$ cat src/rtl/instr_encoder_pkg.sv
// Shared constants for the instruction encoder.
//   - 8-bit canonical op codes {word[15:12], word[7:4]} (same values the decoder uses)
//   - I-type opcode nibbles, plus the LUI/ORI nibbles used for wide-immediate expansion
//   - encoder FSM state enum
package instr_encoder_pkg;

    localparam logic [7:0] OP_AND  = 8'h01;
    localparam logic [7:0] OP_OR   = 8'h02;
    localparam logic [7:0] OP_XOR  = 8'h03;
    localparam logic [7:0] OP_ADD  = 8'h05;
    localparam logic [7:0] OP_SUB  = 8'h09;
    localparam logic [7:0] OP_CMP  = 8'h0B;
    localparam logic [7:0] OP_MOV  = 8'h0D;
    localparam logic [7:0] OP_MUL  = 8'h0E;
    localparam logic [7:0] OP_LSH  = 8'h84;
    localparam logic [7:0] OP_ASHU = 8'h86;

    // Immediate-form nibbles: signed-immediate group
    localparam logic [3:0] NIB_ADDI = 4'b0101;
    localparam logic [3:0] NIB_SUBI = 4'b1001;
    localparam logic [3:0] NIB_CMPI = 4'b1011;
    localparam logic [3:0] NIB_MULI = 4'b1110;
    // Immediate-form nibbles: unsigned-immediate group
    localparam logic [3:0] NIB_ANDI = 4'b0001;
    localparam logic [3:0] NIB_ORI  = 4'b0010;
    localparam logic [3:0] NIB_XORI = 4'b0011;
    localparam logic [3:0] NIB_MOVI = 4'b1101;
    // Load-upper-immediate
    localparam logic [3:0] NIB_LUI  = 4'b1111;

    typedef enum logic [1:0] {
        ST_IDLE = 2'd0,
        ST_W0   = 2'd1,
        ST_W1   = 2'd2,
        ST_W2   = 2'd3
    } state_t;

endpackage

$ cat src/rtl/instr_encoder_fit_check.sv
// Combinational classifier for one encoder request.
//   op, ri, r_dest, r_src_msb, imm : request fields
//   nibble     : I-type opcode nibble for op (0 when op has no immediate form)
//   word_count : number of words the request expands to (1..3)
//   reject     : request is illegal and must produce no words
import instr_encoder_pkg::*;

module instr_fit_check #(
    parameter logic [3:0] SCRATCH = 4'd15
) (
    input  logic [7:0]  op,
    input  logic        ri,
    input  logic [4:0]  r_dest,
    input  logic        r_src_msb,
    input  logic [15:0] imm,
    output logic [3:0]  nibble,
    output logic [1:0]  word_count,
    output logic        reject
);

    logic known;
    logic is_signed;
    logic is_shift;
    logic fits;

    always_comb begin
        nibble    = 4'd0;
        known     = 1'b1;
        is_signed = 1'b0;
        is_shift  = 1'b0;
        case (op)
            OP_ADD:  begin nibble = NIB_ADDI; is_signed = 1'b1; end
            OP_SUB:  begin nibble = NIB_SUBI; is_signed = 1'b1; end
            OP_CMP:  begin nibble = NIB_CMPI; is_signed = 1'b1; end
            OP_MUL:  begin nibble = NIB_MULI; is_signed = 1'b1; end
            OP_AND:  nibble = NIB_ANDI;
            OP_OR:   nibble = NIB_ORI;
            OP_XOR:  nibble = NIB_XORI;
            OP_MOV:  nibble = NIB_MOVI;
            OP_LSH,
            OP_ASHU: is_shift = 1'b1;
            default: known = 1'b0;
        endcase
    end

    // Signed immediates fit when the high byte is pure sign extension of bit 7
    assign fits = is_signed ? (imm[15:8] == {8{imm[7]}}) : (imm[15:8] == 8'h00);

    always_comb begin
        word_count = 2'd1;
        if (ri && !fits) begin
            word_count = (op == OP_MOV) ? 2'd2 : 2'd3;
        end
    end

    // The 3-word form clobbers SCRATCH, so it cannot also be the destination
    assign reject = !known
                  || (ri && is_shift)
                  || r_dest[4]
                  || (!ri && r_src_msb)
                  || ((word_count == 2'd3) && (r_dest[3:0] == SCRATCH));

endmodule

$ cat src/rtl/instr_encoder.sv
// Packs decoded-form operations into 16-bit instruction words with an
// auto-incrementing instruction-memory write address. Wide immediates expand
// to LUI/ORI (MOV) or LUI/ORI/R-type through SCRATCH.
//   clk, reset (async, active-low)
//   op_in, RI_in, R_dest, R_src, immediate, in_valid / in_ready : request side
//   instr_out, instr_addr, out_valid / out_ready              : word output side
//   addr_load, addr_in : reload of the address counter (IDLE only)
//   err                : one-cycle pulse after a rejected request
import instr_encoder_pkg::*;

module instr_encoder #(
    parameter int         ADDR_W  = 8,
    parameter logic [3:0] SCRATCH = 4'd15
) (
    input  logic              clk,
    input  logic              reset,
    input  logic [7:0]        op_in,
    input  logic              RI_in,
    input  logic [4:0]        R_dest,
    input  logic [4:0]        R_src,
    input  logic [15:0]       immediate,
    input  logic              in_valid,
    output logic              in_ready,
    output logic [15:0]       instr_out,
    output logic [ADDR_W-1:0] instr_addr,
    output logic              out_valid,
    input  logic              out_ready,
    input  logic              addr_load,
    input  logic [ADDR_W-1:0] addr_in,
    output logic              err
);

    state_t            state_reg, state_next;
    logic [15:0]       word_reg [3];
    logic [15:0]       new_word [3];
    logic [1:0]        count_reg;
    logic [ADDR_W-1:0] addr_reg;
    logic              err_reg;

    logic [3:0]        nibble;
    logic [1:0]        word_count;
    logic              reject;
    logic              idle;
    logic              accept;

    instr_fit_check #(.SCRATCH(SCRATCH)) u_fit_check (
        .op         (op_in),
        .ri         (RI_in),
        .r_dest     (R_dest),
        .r_src_msb  (R_src[4]),
        .imm        (immediate),
        .nibble     (nibble),
        .word_count (word_count),
        .reject     (reject)
    );

    assign idle   = (state_reg == ST_IDLE);
    assign accept = idle && in_valid && !reject;

    // Full word sequence for the incoming request, captured at acceptance
    always_comb begin
        new_word[0] = 16'h0000;
        new_word[1] = 16'h0000;
        new_word[2] = 16'h0000;
        case (word_count)
            2'd2: begin
                new_word[0] = {NIB_LUI, R_dest[3:0], immediate[15:8]};
                new_word[1] = {NIB_ORI, R_dest[3:0], immediate[7:0]};
            end
            2'd3: begin
                new_word[0] = {NIB_LUI, SCRATCH, immediate[15:8]};
                new_word[1] = {NIB_ORI, SCRATCH, immediate[7:0]};
                new_word[2] = {op_in[7:4], R_dest[3:0], op_in[3:0], SCRATCH};
            end
            default: begin
                new_word[0] = RI_in ? {nibble, R_dest[3:0], immediate[7:0]}
                                    : {op_in[7:4], R_dest[3:0], op_in[3:0], R_src[3:0]};
            end
        endcase
    end

    for (genvar gi = 0; gi < 3; gi++) begin : g_word
        always_ff @(posedge clk or negedge reset) begin
            if (!reset) begin
                word_reg[gi] <= 16'h0000;
            end else if (accept) begin
                word_reg[gi] <= new_word[gi];
            end
        end
    end

    always_ff @(posedge clk or negedge reset) begin
        if (!reset) begin
            count_reg <= 2'd0;
            addr_reg  <= '0;
            err_reg   <= 1'b0;
        end else begin
            err_reg <= idle && in_valid && reject;
            if (accept) begin
                count_reg <= word_count;
            end
            // A load in IDLE wins; a request accepted on the same edge starts at addr_in
            if (idle && addr_load) begin
                addr_reg <= addr_in;
            end else if (out_valid && out_ready) begin
                addr_reg <= addr_reg + ADDR_W'(1);
            end
        end
    end

    // State register
    always_ff @(posedge clk or negedge reset) begin
        if (!reset) begin
            state_reg <= ST_IDLE;
        end else begin
            state_reg <= state_next;
        end
    end

    // Next-state logic
    always_comb begin
        state_next = state_reg;
        case (state_reg)
            ST_IDLE: if (accept)    state_next = ST_W0;
            ST_W0:   if (out_ready) state_next = (count_reg == 2'd1) ? ST_IDLE : ST_W1;
            ST_W1:   if (out_ready) state_next = (count_reg == 2'd2) ? ST_IDLE : ST_W2;
            ST_W2:   if (out_ready) state_next = ST_IDLE;
            default: state_next = ST_IDLE;
        endcase
    end

    // Outputs
    always_comb begin
        in_ready   = idle;
        out_valid  = !idle;
        instr_addr = addr_reg;
        err        = err_reg;
        case (state_reg)
            ST_W0:   instr_out = word_reg[0];
            ST_W1:   instr_out = word_reg[1];
            ST_W2:   instr_out = word_reg[2];
            default: instr_out = 16'h0000;
        endcase
    end

endmodule

$ cat config.mk
export PLATFORM = sky130hd
export DESIGN_NAME = instr_encoder
export DESIGN_NICKNAME = d
export VERILOG_FILES = /design/src/rtl/instr_encoder_pkg.sv /design/src/rtl/instr_encoder_fit_check.sv /design/src/rtl/instr_encoder.sv
export SDC_FILE = /design/constraint.sdc
export NUM_CORES = 1
export LEC_CHECK = 0
export BUFFER_PORTS_ARGS = -buffer_cell sky130_fd_sc_hd__buf_4
export CAP_MARGIN = 30
export CORE_ASPECT_RATIO = 0.7
export CORE_MARGIN = 1.5
export CORE_UTILIZATION = 23
export DETAILED_ROUTE_END_ITERATION = 16
export GPL_ROUTABILITY_DRIVEN = 0
export SLEW_MARGIN = 20
export SYNTH_ARGS = -nofsm -noshare
export SYNTH_HDL_FRONTEND = slang
export SYNTH_SLANG_ARGS = --single-unit
$ cat constraint.sdc
create_clock -name clk -period 2.55 [get_ports clk]
set_input_delay 0.51 -clock clk [delete_from_list [all_inputs] [get_ports clk]]
set_output_delay 0.51 -clock clk [all_outputs]
set_load 0.01 [all_outputs]
==> flow_summary_export.csv <==
group,metric,value,unit
power,p_clk_share,29.0,%
global_route,grt_usage,13.4,%
finish,diodes,0,
global_route,grt_first_pass_wirelength,14600,µm
floorplan,start_util,23.7,%
placed_design,dp_hpwl,6950,µm
clocking,clk_pin_slew,0.07,ns
job,cap_violations,0,
floorplan,rows,35,
floorplan,dieArea,14300,µm²
finish,largest_reg_flops,42,
timing,post-route-min-period,2.31,ns
timing,fmax,0.432,GHz
yosys,synth.cell_area,3120,µm²
clocking,cts_tree,"done",
timing,slew_viol_final,0,
floorplan,die_y,100,µm
timing,setup-violations-final,0,
setup_path,crit_path_top_delay_cell,"dfrtp_1",
finish,fin_area,4170,µm²
setup_path,cp-startpoint,"state_reg[1]",
outcome,status,"complete, no violations",
clocking,hold_buffers,0,
yosys,yosysSeqAreaShare,44.1,%
finish,layout-drive-gt1-share,33.5,%
setup_path,end_kind,"output port",
route,firstDrtPassIters,4,
floorplan,ios,75,
global_route,overflow,0,
setup_path,r2r_start,"state_reg[0]",
placed_design,post_dp_cell_area,4000,µm²
floorplan,die_w,142,µm
global_route,grt_max_degree,56,
yosys,synth-edff-count,0,
power,combPwrFrac,29.6,%
worst_hold_path,hold_path_class,"in2async",
timing,hold_viol,0,
finish,fin_util,31.6,%
clocking,clock_latency,0.29,ns
route,vias,2772,
setup_path,crit_top_cell,"buf_4",
global_route,grt_pass1_vias,2692,
setup_path,critPathMaxStageDelay,0.39,ns
setup_path,crit_type,"reg2out",
floorplan,core,13200,µm²
yosys,synth_most_common_cell,"dfrtp_1",
power,ir_drop,264,µV
clocking,post_cts_buffers,0,
yosys,synthCells,310,
route,drtIter0Drc,209,
yosys,synth_seq_cells,55,
setup_path,required,2.04,ns
route,wl_per_cell,16.0,µm
route,wirelength,9240,µm
placed_design,io_buffer_count,74,
setup_path,cp_cell_sequence,"buf_4, mux2_2, a22o_1, buf_4",
global_route,antenna_found_initial,0,
yosys,postSynth.asyncResetShare,100,%
timing,relSlewSlack,52.5,%
power,cellLeakagePower,1.84,nW
route,vias_per_cell,4.79,
finish,synthToLayoutAreaGrowth,33.6,%
power,power_switching_share,30.0,%
finish,final_net_count,442,
yosys,yosysWarnings,0,
yosys,ys_types,52,
clocking,cts-htree-levels,2,
timing,clock_skew,0.00526,ns
timing,rsz0062_at_grt,"no",
clocking,cts-root-buf,"clkbuf_16",
yosys,synth_top_cell_area_share,44.1,%
route,drc,0,
power,p_seq_share,41.3,%
timing,worst_slew_pin_slew,0.712,ns
route,ant_nets,0,
yosys,synthesis.nets,359,
power,p_int,0.00192,W
power,p_per_area,657,nW/µm²
yosys,synth_area_leader_cell,"dfrtp_1",
setup_path,critPathMaxFanout,23,
clocking,clock_sinks,55,
clocking,cts_resized,0,
power,p_sw,0.000822,W
clocking,clockBufferDepth,2,
setup_path,startpoint_type,"flip-flop",
clocking,numCtsBuffers,5,
yosys,yosys_most_used_dff,"dfrtp_1",
setup_path,arrival,1.80,ns
yosys,syn_avg_cell_area,10.1,µm²
timing,post-route-period-util,90.7,%
yosys,synthTopCellsByArea,"dfrtp_1, a22o_1, mux2_2",
yosys,synth_common_cells,"dfrtp_1, a22o_1, nand2_1",
[worst paths after layout]
path / end / slack, ns / cells past startpoint
worst max-delay path: instr_out[13] / 0.24 / 4
worst min-delay path: word_reg[43] / 0.25 / 1
worst max register to register: word_reg[45] / 0.34 / 6
worst min register to register: word_reg[13] / 0.49 / 1
max in group asynchronous: count_reg[1] / 1.81 / 1
min in group clk: word_reg[19] / 0.44 / 2
[through the flow]
| stage | setup slack [ns] | TNS [ns] | instances | hold WS (ns) | power [W] |
|---|---|---|---|---|---|
| after floorplan | 0.323 | 0 | 310 | 0.214 | 0.00159 |
| after global routing | 0.181 | 0 | 579 | 0.311 | 0.00291 |
| after detailed placement | -0.0317 | -0.184 | 571 | 0.470 | 0.00197 |
| final | 0.237 | 0 | 579 | 0.247 | 0.00274 |
| after CTS | 0.228 | 0 | 579 | 0.280 | 0.00278 |
| after global placement | 0.0212 | 0 | 571 | 0.464 | 0.00195 |
[worst max-delay path, delay by kind of cell, from the launching register on]
family | cells | cell delay, ns
compound gates | 1 | 0.27
flops | 1 | 0.39
mux | 1 | 0.37
buf+inv | 2 | 0.48
[kinds of logic (layout without fill, tap and decap cells)]
family	Yosys count	count (layout)	synth area share, %
and+or+nand+nor	104	104	19.7
AOI/OAI and AO/OA	96	96	23.3
DFF	55	55	44.1
buffers and inverters	27	111	3.77
muxes	18	18	6.26
xor gates and xnor gates	9	9	2.53
adders and majority gates	1	1	0.401
[area by class of cell]
type / instances / area (µm²)
Fill cell: 1369 / 9010
Multi-Input combinational cell: 228 / 1630
Sequential cell: 55 / 1380
Timing Repair Buffer: 97 / 741
Tap cell: 185 / 231
Clock buffer: 5 / 125
Clock inverter: 3 / 46.3
Inverter: 6 / 22.5
[power groups by stage]
stage	Combinational (W)	Sequential, W	Clock (W)
4_1_cts	0.000822	0.00113	0.000822
6_report	0.000812	0.00113	0.000795
2_1_floorplan	0.000441	0.00115	0
3_3_place_gp	0.000806	0.00114	0
5_1_grt	0.000898	0.00115	0.000862
3_5_place_dp	0.000816	0.00115	0
[layout by cell type, fill, tap and decap left out, types with 6 or more instances in the layout]
| cell | Yosys | final |
|---|---|---|
| a21oi_1 | 13 | 13 |
| a22o_1 | 29 | 29 |
| a2bb2oi_1 | 6 | 6 |
| and2_1 | 7 | 7 |
| buf_4 | 2 | 96 |
| dfrtp_1 | 55 | 55 |
| inv_1 | 6 | 6 |
| mux2_2 | 12 | 12 |
| mux2i_1 | 6 | 6 |
| nand2_1 | 19 | 19 |
| nand2b_1 | 10 | 10 |
| nand3_1 | 8 | 8 |
| nor2_1 | 18 | 18 |
| nor2b_1 | 9 | 9 |
| o21ai_0 | 11 | 11 |
| o221ai_1 | 8 | 8 |
| or2_2 | 7 | 7 |
[routing by layer]
layer	up-vias	part of all wire [%]	global-route usage, %
met4	0	0.69	3.33
met2	87	43	19.1
met5	-	0	0
met1	1370	50	20.1
li1	1309	-	-
met3	6	6.3	3.23
Note: power is estimated with default switching activity, not from simulation.
